[config.mk]
export PLATFORM = sky130hd
export DESIGN_NAME = hbridge_deadtime_driver
export DESIGN_NICKNAME = d
export VERILOG_FILES = /design/src/rtl/hbridge_deadtime_driver.sv
export SDC_FILE = /design/constraint.sdc
export NUM_CORES = 1
export LEC_CHECK = 0
export CAP_MARGIN = 5
export CORE_UTILIZATION = 44
export CTS_CLUSTER_DIAMETER = 40
export DETAILED_ROUTE_END_ITERATION = 7
export PLACE_DENSITY = 0.77
export SYNTH_ARGS = -nofsm -noshare
export SYNTH_HDL_FRONTEND = slang
export SYNTH_SLANG_ARGS = --single-unit
[constraint.sdc]
create_clock -name clk -period 4.5 [get_ports clk]
set_clock_uncertainty 0.1 [all_clocks]
set_input_delay 0.9 -clock clk [delete_from_list [all_inputs] [get_ports clk]]
set_output_delay 0.9 -clock clk [all_outputs]
set_load 0.01 [all_outputs]
[src/rtl/hbridge_deadtime_driver.sv]
// H-bridge gate driver with programmable dead time, illegal-command blocking and latched fault.
// Define BRAKE_ON_IDLE_EN to hold both low sides on in IDLE (brake) instead of coasting.
module hbridge_deadtime_driver #(
    parameter int DEAD_WIDTH  = 8,
    parameter int SYNC_STAGES = 2
) (
    input  logic                  clk,
    input  logic                  reset,
    input  logic                  motor_positive,
    input  logic                  motor_negative,
    input  logic [DEAD_WIDTH-1:0] dead_cycles,
    input  logic                  fault_in,
    input  logic                  fault_clear,
    output logic                  gate_ah,
    output logic                  gate_al,
    output logic                  gate_bh,
    output logic                  gate_bl,
    output logic                  fault_latched,
    output logic                  illegal_cmd
);

    localparam logic [2:0] S_IDLE  = 3'd0;
    localparam logic [2:0] S_DEAD  = 3'd1;
    localparam logic [2:0] S_POS   = 3'd2;
    localparam logic [2:0] S_NEG   = 3'd3;
    localparam logic [2:0] S_FAULT = 3'd4;

    localparam logic [DEAD_WIDTH-1:0] CNT_ONE = {{(DEAD_WIDTH-1){1'b0}}, 1'b1};

    logic [2:0]             state;
    logic [2:0]             state_next;
    logic [2:0]             target;
    logic [2:0]             target_next;
    logic [2:0]             req;
    logic [DEAD_WIDTH-1:0]  cnt;
    logic [DEAD_WIDTH-1:0]  cnt_next;
    logic [DEAD_WIDTH-1:0]  cnt_load;
    logic [SYNC_STAGES-1:0] fault_sync;
    logic                   fault_s;
    logic                   cmd_pos;
    logic                   cmd_neg;
    logic                   cmd_bad;
    logic                   fault_exit;
    logic                   illegal_next;

    // Returns {ah, al, bh, bl} for a state.
    function automatic logic [3:0] gate_map(input logic [2:0] s);
        logic [3:0] g;
        g = 4'b0000;
        case (s)
            S_POS:  g = 4'b1001;
            S_NEG:  g = 4'b0110;
`ifdef BRAKE_ON_IDLE_EN
            S_IDLE: g = 4'b0101;
`endif
            default: g = 4'b0000;
        endcase
        return g;
    endfunction

    assign fault_s  = fault_sync[SYNC_STAGES-1];
    assign cmd_pos  = motor_positive & ~motor_negative;
    assign cmd_neg  = motor_negative & ~motor_positive;
    assign cmd_bad  = motor_positive & motor_negative;
    assign req      = cmd_pos ? S_POS : (cmd_neg ? S_NEG : S_IDLE);
    // A programmed dead time of 0 behaves as 1 cycle.
    assign cnt_load = (dead_cycles == '0) ? '0 : dead_cycles - CNT_ONE;

    always_comb begin
        state_next  = state;
        target_next = target;
        cnt_next    = cnt;
        fault_exit  = 1'b0;
        if (fault_s) begin
            state_next = S_FAULT;
        end else begin
            case (state)
                S_IDLE: begin
                    if (req != S_IDLE) begin
                        state_next  = S_DEAD;
                        target_next = req;
                        cnt_next    = cnt_load;
                    end
                end
                S_DEAD: begin
`ifdef BRAKE_ON_IDLE_EN
                    if (req != target) begin
                        target_next = req;
                        cnt_next    = cnt_load;
                    end
`else
                    if (req == S_IDLE) begin
                        state_next = S_IDLE;
                    end else if (req != target) begin
                        target_next = req;
                        cnt_next    = cnt_load;
                    end
`endif
                    else if (cnt != '0) begin
                        cnt_next = cnt - CNT_ONE;
                    end else begin
                        state_next = target;
                    end
                end
                S_POS, S_NEG: begin
                    if (req != state) begin
`ifdef BRAKE_ON_IDLE_EN
                        state_next  = S_DEAD;
                        target_next = req;
                        cnt_next    = cnt_load;
`else
                        if (req == S_IDLE) begin
                            state_next = S_IDLE;
                        end else begin
                            state_next  = S_DEAD;
                            target_next = req;
                            cnt_next    = cnt_load;
                        end
`endif
                    end
                end
                S_FAULT: begin
                    if (fault_clear && !motor_positive && !motor_negative) begin
                        state_next = S_IDLE;
                        fault_exit = 1'b1;
                    end
                end
                default: state_next = S_IDLE;
            endcase
        end
    end

    // Setting wins over clearing; inside FAULT only a successful exit clears.
    always_comb begin
        illegal_next = illegal_cmd;
        if (cmd_bad && state != S_FAULT) begin
            illegal_next = 1'b1;
        end else if (fault_clear && (state != S_FAULT || fault_exit)) begin
            illegal_next = 1'b0;
        end
    end

    always_ff @(posedge clk or negedge reset) begin
        if (!reset) begin
            state         <= S_IDLE;
            target        <= S_IDLE;
            cnt           <= '0;
            fault_sync    <= '0;
            gate_ah       <= 1'b0;
            gate_al       <= 1'b0;
            gate_bh       <= 1'b0;
            gate_bl       <= 1'b0;
            fault_latched <= 1'b0;
            illegal_cmd   <= 1'b0;
        end else begin
            state         <= state_next;
            target        <= target_next;
            cnt           <= cnt_next;
            fault_sync    <= {fault_sync[SYNC_STAGES-2:0], fault_in};
            {gate_ah, gate_al, gate_bh, gate_bl} <= gate_map(state_next);
            fault_latched <= (state_next == S_FAULT);
            illegal_cmd   <= illegal_next;
        end
    end

endmodule

==> results.yml <==
yosys:
  yosysSeqAreaShare_pct: 38.38
  synth_xor_area_share_pct: 3.535
  synth-compound-area-share_pct: 16.57
  synth_nets: 152
  yosysTopAreaCellShare_pct: 38.38
  yosys.area_share.simple_pct: 28.79
  synth_area_mm2: 0.001239
  synth.area.top_cells: "dfrtp_1 (38%), nor2_1 (4.8%), o22a_1 (4.2%)"
  syn_avg_cell_area_um2: 9.244
  ys_warn_count: 0
  yosys.cell_types.count: 40
  synthAdderAreaFrac_pct: 4.040
  synth_top_area_cell: "dfrtp_1"
  syn_inst: 134
  synth_top_family_by_area: "simple AND/OR/NAND/NOR gates"
  ys_ff_latch: 19
  synth.area.mux_share_pct: 3.333
cts:
  cts_setup_buffers: 0
  worstSkewPairLatency_ns: 0.30
  clkSlewWorstSetupHoldPaths_ns: 0.10
  numCtsBuffers: 3
  cts.hold.buffers_added: 0
  clockRootBuffer: "clkbuf_4"
  cts_tree: "built"
  clock_path_buffers: 2
  h-tree-depth: 1
  cts.sinks: 19
  ctsResizeCount: 0
global_route:
  grt_pass1_wl_mm: 4.353
  grt_max_degree: 20
  antenna_found_initial: 0
  track_usage_pct: 20.53
  grt-busiest-layer: "met2"
  met3_usage_pct: 6.284
  use_met2_pct: 33.53
  gr-usage-met1_pct: 25.68
  grt_pass1_vias: 996
  grt-ovfl-total: 0
power_and_ir_drop:
  power_density_mw_per_mm2: 311.6
  leakage_uw: 0.0005786
  irDropWorstVdd_mv: 0.2273
sta:
  tightestPinTransition_ns: 0.7834
  fmax_ghz: 0.2983
  period_needed_ns: 3.353
  setup_viol: 0
  finalCritPeriodShare_pct: 74.50
  rsz0062_at_grt: "no"
  finalHoldViolCount: 0
  fin_tns_setup_ns: 0
  slew_headroom_pct: 47.61
  finalMaxSlewViolations: 0
floorplanning:
  chipHeight_um: 55.06
  coreArea_mm2: 0.002567
  die_area_mm2: 0.003032
  pin_count: 20
  dieWidth_um: 55.06
  initial_core_util_pct: 48.25
  row_count: 18
worst_setup_path:
  worstSetupEndpointType: "flop"
  arrival_ns: 3.44
  startpoint_type: "input port"
  crit_type: "in2reg"
  critPathMaxFanout: 17
  worstPathRequired_ns: 4.59
layout:
  area_growth_pct: 17.68
  drive_above_1_share_pct: 11.92
  instances_no_fill: 181
  layout_common_cells: "dfrtp_1 (19), clkdlybuf4s50_1 (19), nor2_1 (16)"
  n_antenna_cell: 0
  nets: 170
place:
  hpwl_mm: 1.915
  io_buffers: 19
  place.gp.congestion: 0.9155
  dp_cells: 177
routing:
  via_per_inst: 5.669
  final_antenna_net_count: 0
  wire_per_inst_um: 13.42
  drt_iter0_markers: 27
  first_pass_iters: 6
  drt-total-wl_mm: 2.429
  drc: 0
  vias: 1026
worst_hold_path:
  hold_class: "reg2reg"
flow_run:
  drv_cap: 0
outcome:
  status: "completed"
-- through the flow --
| step | total power [uW] | util [%] | worst slack (ns) | hold slack [ns] | cell area (um2) |
|---|---|---|---|---|---|
| 2_1_floorplan | 323.9 | - | 1.954 | 0.2312 | 1239 |
| 3_3_place_gp | 366.4 | 55.70 | 1.006 | 0.2369 | 1430 |
| 3_5_place_dp | 375.5 | 55.70 | 0.8676 | 0.2365 | 1430 |
| 4_1_cts | 457.3 | 56.77 | 1.186 | 0.2675 | 1458 |
| 5_1_grt | 487.6 | 56.77 | 0.8854 | 0.2694 | 1458 |
| 6_report | 454.2 | 56.77 | 1.147 | 0.2629 | 1458 |
-- cell type report --
| type | instances | area (um2) |
|---|---|---|
| well taps | 30 | 37.54 |
| clock buffers | 3 | 22.52 |
| flip-flops and latches | 19 | 475.5 |
| repair buffers | 19 | 190.2 |
| inverters | 8 | 30.03 |
| clock inverters | 1 | 5.005 |
| multi-input cells | 101 | 696.9 |
| fillers | 231 | 1110 |
-- layer usage --
layer / vias to the layer above / routed length, um
li1: 519 / -
met1: 476 / 1114
met2: 27 / 1170
met3: 4 / 114
met4: 0 / 30
met5: - / 0
-- sequential cells by signal (all words and copies together) (netlist names) --
| name | count |
|---|---|
| state | 3 |
| cnt | 8 |
| target | 2 |
| gate_al | 1 |
| gate_ah | 1 |
| fault_sync | 2 |
| fault_latched | 1 |
| illegal_cmd | 1 |
-- cells in the mapped netlist --
library cell,number
nand2_1,10
xnor2_1,3
or2_2,2
nor2b_1,2
nor4b_2,1
a22o_1,1
o21ai_0,2
nand4_1,3
or4_4,2
nor3b_1,1
nor3_1,7
o22a_1,6
buf_4,3
o21ai_1,6
a21o_1,1
a211oi_1,2
xor2_1,2
clkbuf_1,1
nand4_2,1
ha_1,4
nor4_1,2
buf_2,2
dfrtp_1,19
nand2b_1,1
a21oi_4,1
mux2i_1,3
nor2_1,16
o21ai_2,2
and3_1,1
and4_1,1
nor4_4,1
nand3_1,2
inv_1,8
or3b_1,1
or3_4,1
nor3b_2,1
nor4_2,2
a31oi_1,2
a21oi_1,7
mux2_1,1
-- final timing paths --
check,start,endpoint,slack (ns),cells after the start
worst max-delay path,motor_positive,cnt[6]$_DFFE_PN0P_,1.15,8
worst min-delay path,fault_sync[0]$_DFF_PN0_,fault_sync[1]$_DFF_PN0_,0.26,0
worst max register to register,cnt[0]$_DFFE_PN0P_,cnt[6]$_DFFE_PN0P_,2.21,7
worst min register to register,fault_sync[0]$_DFF_PN0_,fault_sync[1]$_DFF_PN0_,0.26,0
max in group asynchronous,reset,target[0]$_DFFE_PN0P_,2.86,1
min in group asynchronous,reset,state[1]$_DFF_PN0_,0.95,1
-- critical path, cell delays in order --
cell and delay, ns:
clkdlybuf4s50_1 0.53, inv_1 0.06, ha_1 0.34, xor2_1 0.27, nand4_2 0.41, o21ai_2 0.61
nor2_1 0.12, o22a_1 0.21
-- logic make-up (layout without fill, tap and decap cells) --
family,Yosys count,count (layout)
compound gates,30,30
buf+inv,14,31
fa+ha+maj,4,4
mux,4,4
simple gates,58,58
xor+xnor,5,5
flops,19,19
-- report_power, final --
part,leakage (uW),switching (uW),total [uW],internal (uW)
clock network,0.0000177,48.1,81.2,33.1
registers,0.000230,43.1,247,204
logic,0.000331,63.2,126,62.7
Power figures use the tool's default switching activity.
